`config.mk`:
```
export PLATFORM = sky130hd
export DESIGN_NAME = fetch_sequencer
export DESIGN_NICKNAME = d
export VERILOG_FILES = /design/src/rtl/fetch_sequencer.sv
export SDC_FILE = /design/constraint.sdc
export NUM_CORES = 1
export LEC_CHECK = 0
export ABC_CLOCK_PERIOD_IN_PS = 2800
export CORE_MARGIN = 2
export CORE_UTILIZATION = 48
export CTS_CLUSTER_DIAMETER = 100
export DETAILED_ROUTE_END_ITERATION = 7
export PLACE_DENSITY_LB_ADDON = 0.08
export SYNTH_ARGS = -nofsm -noshare
export SYNTH_HDL_FRONTEND = slang
export SYNTH_SLANG_ARGS = --single-unit
```
`constraint.sdc`:
```
create_clock -name i_Clk -period 2.8 [get_ports i_Clk]
set_input_delay 0.42 -clock i_Clk [delete_from_list [all_inputs] [get_ports i_Clk]]
set_output_delay 0.42 -clock i_Clk [all_outputs]
set_load 0.03 [all_outputs]
```
`src/rtl/fetch_sequencer.sv`:
```
// rtl/fetch_sequencer.sv - program counter and run/halt sequencer feeding the instruction ROM
// Selects the next PC each cycle (increment, jump, branch, halt) and counts run cycles.
module fetch_sequencer #(
  parameter int          PC_W = 10,
  parameter int          CT_W = 16,
  parameter int unsigned TGT0 = 0,
  parameter int unsigned TGT1 = 0,
  parameter int unsigned TGT2 = 0,
  parameter int unsigned TGT3 = 0
) (
  input  logic            i_Clk,
  input  logic            i_Reset,
  input  logic            i_Start,
  input  logic [PC_W-1:0] i_StartAddr,
  input  logic            i_Jump,
  input  logic            i_BranchEn,
  input  logic [1:0]      i_TargSel,
  input  logic            i_CondFlag,
  input  logic            i_Ack,
  output logic [PC_W-1:0] o_ProgCtr,
  output logic            o_Running,
  output logic            o_Done,
  output logic [CT_W-1:0] o_CycleCt
);

  typedef enum logic [1:0] {
    S_IDLE = 2'd0,
    S_LOAD = 2'd1,
    S_RUN  = 2'd2,
    S_DONE = 2'd3
  } state_t;

  state_t          r_state;
  state_t          w_next_state;
  logic [PC_W-1:0] r_pc;
  logic [PC_W-1:0] w_next_pc;
  logic [CT_W-1:0] r_ct;
  logic [CT_W-1:0] w_next_ct;
  logic [PC_W-1:0] w_targ;
  logic            w_take;

  // LUT entries wider than the PC keep only their low PC_W bits
  always_comb begin
    w_targ = '0;
    case (i_TargSel)
      2'd0:    w_targ = TGT0[PC_W-1:0];
      2'd1:    w_targ = TGT1[PC_W-1:0];
      2'd2:    w_targ = TGT2[PC_W-1:0];
      default: w_targ = TGT3[PC_W-1:0];
    endcase
  end

  assign w_take = i_Jump | (i_BranchEn & i_CondFlag);

  always_comb begin
    w_next_state = r_state;
    w_next_pc    = r_pc;
    w_next_ct    = r_ct;
    case (r_state)
      S_IDLE, S_DONE: begin
        if (i_Start) begin
          w_next_state = S_LOAD;
          w_next_pc    = i_StartAddr;
          w_next_ct    = '0;
        end
      end
      S_LOAD: begin
        if (i_Start) begin
          w_next_pc = i_StartAddr;
          w_next_ct = '0;
        end else begin
          w_next_state = S_RUN;
        end
      end
      S_RUN: begin
        if (i_Start) begin
          w_next_state = S_LOAD;
          w_next_pc    = i_StartAddr;
          w_next_ct    = '0;
        end else begin
          // The halt cycle itself is still counted as a run cycle
          w_next_ct = (&r_ct) ? r_ct : r_ct + CT_W'(1);
          if (i_Ack) begin
            w_next_state = S_DONE;
          end else if (w_take) begin
            w_next_pc = w_targ;
          end else begin
            w_next_pc = r_pc + PC_W'(1);
          end
        end
      end
      default: w_next_state = S_IDLE;
    endcase
  end

  always_ff @(posedge i_Clk) begin
    if (i_Reset) begin
      r_state <= S_IDLE;
      r_pc    <= '0;
      r_ct    <= '0;
    end else begin
      r_state <= w_next_state;
      r_pc    <= w_next_pc;
      r_ct    <= w_next_ct;
    end
  end

  assign o_ProgCtr = r_pc;
  assign o_CycleCt = r_ct;
  assign o_Running = (r_state == S_RUN);
  assign o_Done    = (r_state == S_DONE);

endmodule
```
==> metrics.cfg, run 1 <==
[status]
status=complete, no violations

[floorplanning]
ioPinCount=47
die_area_um2=4068
die_w_um=63.78
row_count=21
fp.dieH_um=63.78
coreArea_um2=3390
start_util_pct=50.61

[timing]
fmax_mhz=438.7
maxSlewViolCount=0
rsz0062_at_grt=no
max_slew_margin_pct=45.12
hold_ws_ns=0.5161
hold_viol_final=0
layout_min_cycle_time_ns=2.280
setup_violations=0
finalSetupTns_ns=0
tightest_slew_ns=0.8128
finalCritPeriodShare_pct=81.41
setup_ws_ns=0.5204
worst_clock_skew_ns=0.001809

[yosys]
yosysTopAreaCell=dfxtp_1
syn_area_per_cell_um2=8.130
synth.area.top_cells=dfxtp_1, a21oi_1, o21ai_0
ys_warn_count=0
synth-edff-count=0
ys_top_cells_by_count=dfxtp_1, a21oi_1, nand2_1, o21ai_0, inv_1
ys_seq_area_share_pct=32.68
ys_ff_latch=28
syn_inst=211
netlist.area_leader.share_pct=32.68
synth.most_common_cell=dfxtp_1
synth_fp_nets=236
synthDistinctLibCells=49
netlist_area_um2=1715
async_flop_share_pct=0
synth-main-ff-cell=dfxtp_1

[finish]
num_antenna_cells=0
stdcell_count=299
drive_above_1_share_pct=6.324
seqCellArea_um2=560.5
num-fill-cells=305
area_growth_syn_to_layout_pct=29.98
postLayoutCellArea_um2=2230
final_nets=280
multiInputGateArea_um2=1070

[cts]
cts-root-buf=clkbuf_4
cts_num_sinks=28
cts_tree=built
ctsHoldBuffers=0
ctsHtreeMaxLevel=1
numCtsBuffers=3
cts-resized-gates=0
clockBufferDepth=2
worstSkewPairLatency_ns=0.33
clk_pin_slew_ns=0.15
postCtsSetupBuffers=0

[global_route]
antenna_found_initial=0
grt_max_degree=20
grt_overflow=0
grt_pass1_vias=1444
grt_pass1_wl_um=6768
grt_usage_pct=20.45

[placement]
dp.cells=296
dpl_cell_area_um2=2207
portBuffers=44
globalplace.congestion=0.8284
place_ws_ns=0.3354
hpwl_um=3013

[pwr]
ir_drop_uv=305.3
power_leakage_nw=0.7315
powerDensity_nw_per_um2=366.5

[routing]
drc_errors=0
first_pass_iters=4
routedWlPerCell_um=13.88
final_antenna_net_count=0
wl_um=4149
drt_iter0_markers=160
via_per_inst=5.900
via_count=1764

[hold_path]
min_path_type=register to register

[worst_setup_path]
critPathMaxFanout=9
required_ns=2.38
arrival_ns=1.86
crit_type=register to output port
startpoint_type=register
crit_path_end_kind=output port

[job]
cap_violations=0

[cell usage in the layout (no fill, tap or decap), drive strengths merged, types with 3 or more instances in the layout]
master,instances
clkdlybuf4s50,44
a2111o,3
or4,6
a21oi,18
nor2,8
a221oi,3
mux2i,5
buf,6
or3,8
a211oi,3
clkbuf,3
or2,3
nor3,6
and2,5
nand2,17
nand4,6
nand2b,8
inv,9
nand3,6
nor4,3
a311oi,3
o21ai,17
dfxtp,28
ha,6
[cell families after synthesis]
kind of cell	after synthesis	share of synthesized area, %
AO/OA/AOI/OAI	64	25.02
adder cells (fa/ha/maj)	6	4.376
buffers and inverters	20	4.960
flip-flops	28	32.68
multiplexers	5	2.918
AND/OR/NAND/NOR	88	30.05
[where the power goes]
part / internal [mW] / total, mW / switching (mW)
clock network: 0.0505 / 0.172 / 0.121
logic: 0.0946 / 0.207 / 0.112
registers: 0.417 / 0.439 / 0.0219
[sequential cells by signal, indices dropped and copies added (netlist names)]
signal     cells
o_CycleCt     16
r_state        2
o_ProgCtr     10
[path summary, 6_finish.rpt]
| check | start | to | slack (ns) | cells after the start |
|---|---|---|---|---|
| worst max-delay path | r_state[1] | o_Running | 0.52 | 2 |
| worst min-delay path | o_CycleCt[5] | o_CycleCt[5] | 0.52 | 2 |
| worst max register to register | r_state[1] | o_CycleCt[15] | 0.58 | 5 |
| worst min register to register | o_CycleCt[5] | o_CycleCt[5] | 0.52 | 2 |
[worst max-delay path: stages (launching register included)]
cell             delay [ns]
dfxtp_1                0.46
ha_1                   0.35
clkdlybuf4s50_1        0.72
[metrics by stage]
step	util, %	total power [mW]
global placement	65.12	0.6520
finish	65.78	0.8171
CTS	65.78	0.8235
detailed placement	65.12	0.6543
global route	65.78	0.8661
floorplan	-	0.5752
[cell type report]
type | instances | share of cell area, %
timing repair buffer | 50 | 21.77
clock buffer | 3 | 1.010
inverter | 9 | 1.515
multi-input combinational | 163 | 47.98
sequential | 28 | 25.14
tap | 46 | 2.581
[routing by layer]
layer	wire length, um	part of all wire, %	GRT usage (%)	vias to the layer above
met4	23	0.55	2.446	0
met3	220	5.3	4.930	2
met2	1981	48	35.03	50
li1	-	-	-	890
met5	0	0	0	-
met1	1924	46	26.73	822
Power figures use the tool's default switching activity.
==> run 2: changes to the inputs <==
--- a/config.mk
+++ b/config.mk
@@ -5,9 +5,9 @@
 export SDC_FILE = /design/constraint.sdc
 export NUM_CORES = 1
 export LEC_CHECK = 0
-export ABC_CLOCK_PERIOD_IN_PS = 2800
+export ABC_CLOCK_PERIOD_IN_PS = 1950
 export CORE_MARGIN = 2
-export CORE_UTILIZATION = 48
+export CORE_UTILIZATION = 43
 export CTS_CLUSTER_DIAMETER = 100
 export DETAILED_ROUTE_END_ITERATION = 7
 export PLACE_DENSITY_LB_ADDON = 0.08
==> constraint.sdc (replaced) <==
create_clock -name i_Clk -period 1.95 [get_ports i_Clk]
set_input_delay 0.2925 -clock i_Clk [delete_from_list [all_inputs] [get_ports i_Clk]]
set_output_delay 0.2925 -clock i_Clk [all_outputs]
set_load 0.03 [all_outputs]
==> metrics.cfg, run 2 (synthesis gave the netlist of run 1 again) <==
[worst_setup_path]
critical_path.max_stage_delay_ns=0.66
critPathMaxFanout=4
rrSetupSlack_ns=0.09
crit_chain=buf_4 > ha_1 > clkdlybuf4s50_1
crit_path_end_kind=output port
cp.depth=3
crit_buf_inv=2
critPathTopFamily=buffers and inverters
required_ns=1.66
startpoint_type=register
arrival_ns=1.58
crit_type=register to output port
cp_slowest_cell=clkdlybuf4s50_1
reg2reg_depth=6

[floorplanning]
fp.dieH_um=67.16
start_util_pct=45.82
ioPinCount=47
row_count=22
coreArea_um2=3744
die_area_um2=4510
die_w_um=67.16

[cts]
ctsHtreeMaxLevel=1
clk_pin_slew_ns=0.09
worstSkewPairLatency_ns=0.28
ctsHoldBuffers=0
cts_tree=built
cts-root-buf=clkbuf_8
cts_num_sinks=28
numCtsBuffers=3
clockBufferDepth=2

[pwr]
powerDensity_nw_per_um2=540.3
ir_drop_uv=408.2
p_total_mw=1.347
power_leakage_nw=0.8779

[timing]
layout_min_cycle_time_ns=1.876
fmax_mhz=533.0
tightest_slew_ns=0.3443
finalCritPeriodShare_pct=96.22
finalSetupTns_ns=0
maxSlewViolCount=0
max_slew_margin_pct=76.68
setup_ws_ns=0.07366
hold_viol_final=0
worst_clock_skew_ns=0.002428
setup_violations=0

[global_route]
grt_max_degree=20
grt_overflow=0
grt_pass1_wl_um=7217
grt_usage_pct=20.97
grt_pass1_vias=1523
antenna_found_initial=0

[job]
cap_violations=0

[placement]
place_ws_ns=-0.2141
globalplace.congestion=0.7830
hpwl_um=3345
portBuffers=44

[finish]
area_growth_syn_to_layout_pct=45.30
num-fill-cells=339
final_nets=305
seqCellArea_um2=563.0
multiInputGateArea_um2=1107
final_cell_mix=clkdlybuf4s50_1, buf_4, dfxtp_1, a21oi_1
layout_commonest_cell=clkdlybuf4s50_1
drive_above_1_share_pct=17.92
num_antenna_cells=0
largest_register_ffs=16

[routing]
drc_errors=0
first_pass_iters=4
wl_um=4542
final_antenna_net_count=0
routedWlPerCell_um=13.89
via_count=1828
drt_iter0_markers=126
via_per_inst=5.590

[hold_path]
hold-path-cell-count=2
min_path_type=register to register

[status]
status=complete, no violations

==> run 2: changes by cell type in the layout (fill, tap and decap cells not counted), sizes merged <==
| cell | delta |
|---|---|
| clkbuf | +1 |
| buf | +25 |
==> run 2: through the flow <==
stage | utilization, % | area [um2] | std cells | hold slack [ns]
6_report | 66.58 | 2492 | 327 | 0.5114
5_1_grt | 66.58 | 2492 | 327 | 0.5440
4_1_cts | 65.24 | 2442 | 324 | 0.5146
3_5_place_dp | 63.77 | 2387 | 320 | 0.4986
3_3_place_gp | 63.77 | 2387 | 320 | 0.4930
2_1_floorplan | - | 1728 | 211 | 0.4560
==> run 2: layer usage <==
metal | part of all wire, % | up-vias | wire, um | global-route usage, %
met4 | 0.66 | 0 | 30 | 5.612
met3 | 4.3 | 2 | 194 | 4.333
met2 | 44 | 38 | 1999 | 30.82
met1 | 51 | 851 | 2317 | 30.97
met5 | 0 | - | 0 | 0
li1 | - | 937 | - | -
==> run 2: final cells by class <==
| type | instances | area share, % |
|---|---|---|
| inverter | 9 | 1.355 |
| sequential | 28 | 22.59 |
| timing repair buffer | 75 | 27.01 |
| clock buffer | 4 | 2.209 |
| multi-input combinational | 163 | 44.43 |
| tap | 48 | 2.410 |
==> run 2: final timing paths <==
check,startpoint,to
setup / recovery,r_state[1],o_Done
hold / removal,o_CycleCt[5],o_CycleCt[5]
setup reg to reg,r_state[0],o_ProgCtr[8]
hold reg to reg,o_CycleCt[5],o_CycleCt[5]
==> run 2: timing repair <==
item                       4_1_cts  5_1_grt
gates resized for setup          1        8
pin swaps                        0        4
buffers inserted                 0        3
setup endpoints to repair        1       13
==> run 2: report_power, final <==
part	internal [mW]	switching [mW]	leakage [nW]	total (mW)
registers	0.599	0.0288	0.229	0.628
clock network	0.181	0.184	0.0288	0.365
logic	0.172	0.181	0.621	0.353
==> run 2: tightest hold or removal path: stages, from the launching register on <==
cell and delay [ns]:
dfxtp_1 0.35, nand2_1 0.06, o21ai_0 0.06
==> run 3: changes to the inputs <==
--- a/config.mk
+++ b/config.mk
@@ -5,6 +5,7 @@
 export SDC_FILE = /design/constraint.sdc
 export NUM_CORES = 1
 export LEC_CHECK = 0
+export ABC_AREA = 1
 export ABC_CLOCK_PERIOD_IN_PS = 1950
 export CORE_MARGIN = 2
 export CORE_UTILIZATION = 43
==> metrics.cfg, run 3 <==
[placement]
hpwl_um=3065
globalplace.congestion=0.8239
portBuffers=44

[timing]
max_slew_margin_pct=76.61
setup_violations=0
worst_clock_skew_ns=0.004874
finalCritPeriodShare_pct=94.24
hold_ws_ns=0.5110
layout_min_cycle_time_ns=1.838
fmax_mhz=544.1
tightest_slew_ns=0.3504
rsz0062_at_grt=no
finalSetupTns_ns=0
maxSlewViolCount=0
hold_viol_final=0

[routing]
met1_length_um=1805
highest_layer=met4
drc_errors=0
via_count=1745
wl_um=3958
wl_met3_um=184
routedWlPerCell_um=11.09
dr_wl_met2_um=1930
via_per_inst=4.888
drt_iter0_markers=70
final_antenna_net_count=0
first_pass_iters=4

[yosys]
netlist.area_leader.share_pct=32.72
synth_compound_area_share_pct=17.09
synthSimpleGateAreaFrac_pct=35.35
ys_warn_count=0
ys_seq_area_share_pct=32.72
ys_top_cells_by_count=nand2_1, inv_1, nor2_1
synth-edff-count=0
synth_top_family_by_area=simple AND/OR/NAND/NOR gates
synthDistinctLibCells=27
async_flop_share_pct=0
netlist_area_um2=1713
synth_fa_ha_area_share_pct=4.383
synth-main-ff-cell=dfxtp_1
synth.area.mux_share_pct=0
synth.area.top_cells=dfxtp_1, nand2_1, a21oi_1
ys_ff_latch=28
syn_inst=259
synth-xor-area-share_pct=0
synth.most_common_cell=nand2_1
synth_fp_nets=284
syn_area_per_cell_um2=6.613
yosysTopAreaCell=dfxtp_1

[finish]
area_growth_syn_to_layout_pct=33.89
largest_register_ffs=16
drive_above_1_share_pct=10.68
num_antenna_cells=0
final_cell_mix=nand2_1, clkdlybuf4s50_1, inv_1, nor2_1
layout_commonest_cell=nand2_1
final_nets=336

[global_route]
grt_usage_pct=19.37
grt_max_degree=15
antenna_found_initial=0
grt_pass1_wl_um=6686
grt_overflow=0
grt_pass1_vias=1518

[floorplanning]
coreArea_um2=3744
ioPinCount=47
row_count=22
die_w_um=67.12
die_area_um2=4504
start_util_pct=45.76
fp.dieH_um=67.12

[cts]
cts_tree=built
numCtsBuffers=3
postCtsSetupBuffers=0
clk_pin_slew_ns=0.09
cts-resized-gates=0
ctsHoldBuffers=0
worstSkewPairLatency_ns=0.27
cts_num_sinks=28
cts-root-buf=clkbuf_8
clockBufferDepth=2
ctsHtreeMaxLevel=1

[worst_setup_path]
rrSetupSlack_ns=0.24
crit_type=register to output port
critPathMaxFanout=3
crit_path_end=o_Running
crit_path_start=r_state[0]
reg2reg_depth=8
crit_path_end_kind=output port
arrival_ns=1.55
required_ns=1.66
startpoint_type=register
reg2reg_to=o_CycleCt[12]
r2r-start=r_state[0]

[pwr]
ir_drop_uv=526.5
powerDensity_nw_per_um2=657.6
power_leakage_nw=0.8974

[status]
status=complete, no violations

[job]
cap_violations=0

[hold_path]
min_path_type=register to register

## run 3: cell types whose count changed in the layout (fill, tap and decap cells not counted), moves of 7 or more
cell      change
a21oi_1      +10
buf_4        -24
inv_1        +24
nand2_1      +35
nand2b_1      -7
nand3_1      +12
nor2_1       +24
or3_1         -7
## run 3: kinds of logic after synthesis
logic type	Yosys count
AO/OA/AOI/OAI	53
adder cells (fa/ha/maj)	6
buffers and inverters	43
flip-flops	28
AND/OR/NAND/NOR	129
## run 3: per-layer routing
metal,GRT usage (%),vias up
met5,0,-
met2,33.04,36
li1,-,946
met3,4.899,4
met4,4.592,0
met1,24.38,759
## run 3: cell type report
cell class              count  area (um2)
multi-input cells         188       973.4
fillers                   369        1450
clock buffers               3       41.29
inverters                  38       145.1
flip-flops and latches     28       560.5
well taps                  48       60.06
repair buffers             52       513.0
## run 3: power breakdown
group          leakage, nW  internal (mW)  switching, mW  total, mW
clock               0.0216          0.139          0.178      0.317
combinational        0.647          0.211          0.305      0.515
sequential           0.229          0.621         0.0554      0.676
total                0.897          0.970          0.538       1.51
## run 3: worst min-delay path by stage
stage	from	endpoint	slack (ns)	cells after the start
detailed placement	o_CycleCt[5]	o_CycleCt[5]	0.50	2
finish	o_CycleCt[5]	o_CycleCt[5]	0.51	2
CTS	o_CycleCt[5]	o_CycleCt[5]	0.51	2
global route	o_CycleCt[1]	o_CycleCt[1]	0.55	2
floorplan	i_Reset	o_CycleCt[1]	0.36	1
global placement	o_CycleCt[1]	o_CycleCt[1]	0.49	2
## run 3: critical path, stage by stage (launching register included)
cell             delay, ns
dfxtp_1               0.34
inv_1                 0.10
ha_1                  0.17
clkdlybuf4s50_1       0.67
## run 3: stage by stage
stage | worst slack, ns | util [%] | cell area (um2) | instances | total power, mW
global route | 0.01771 | 61.26 | 2293 | 357 | 1.609
CTS | 0.09899 | 61.26 | 2293 | 357 | 1.524
floorplan | 0.2459 | - | 1713 | 259 | 1.003
global placement | 0.03338 | 60.16 | 2252 | 354 | 1.196
detailed placement | -0.03079 | 60.16 | 2252 | 354 | 1.205
finish | 0.1122 | 61.26 | 2293 | 357 | 1.508
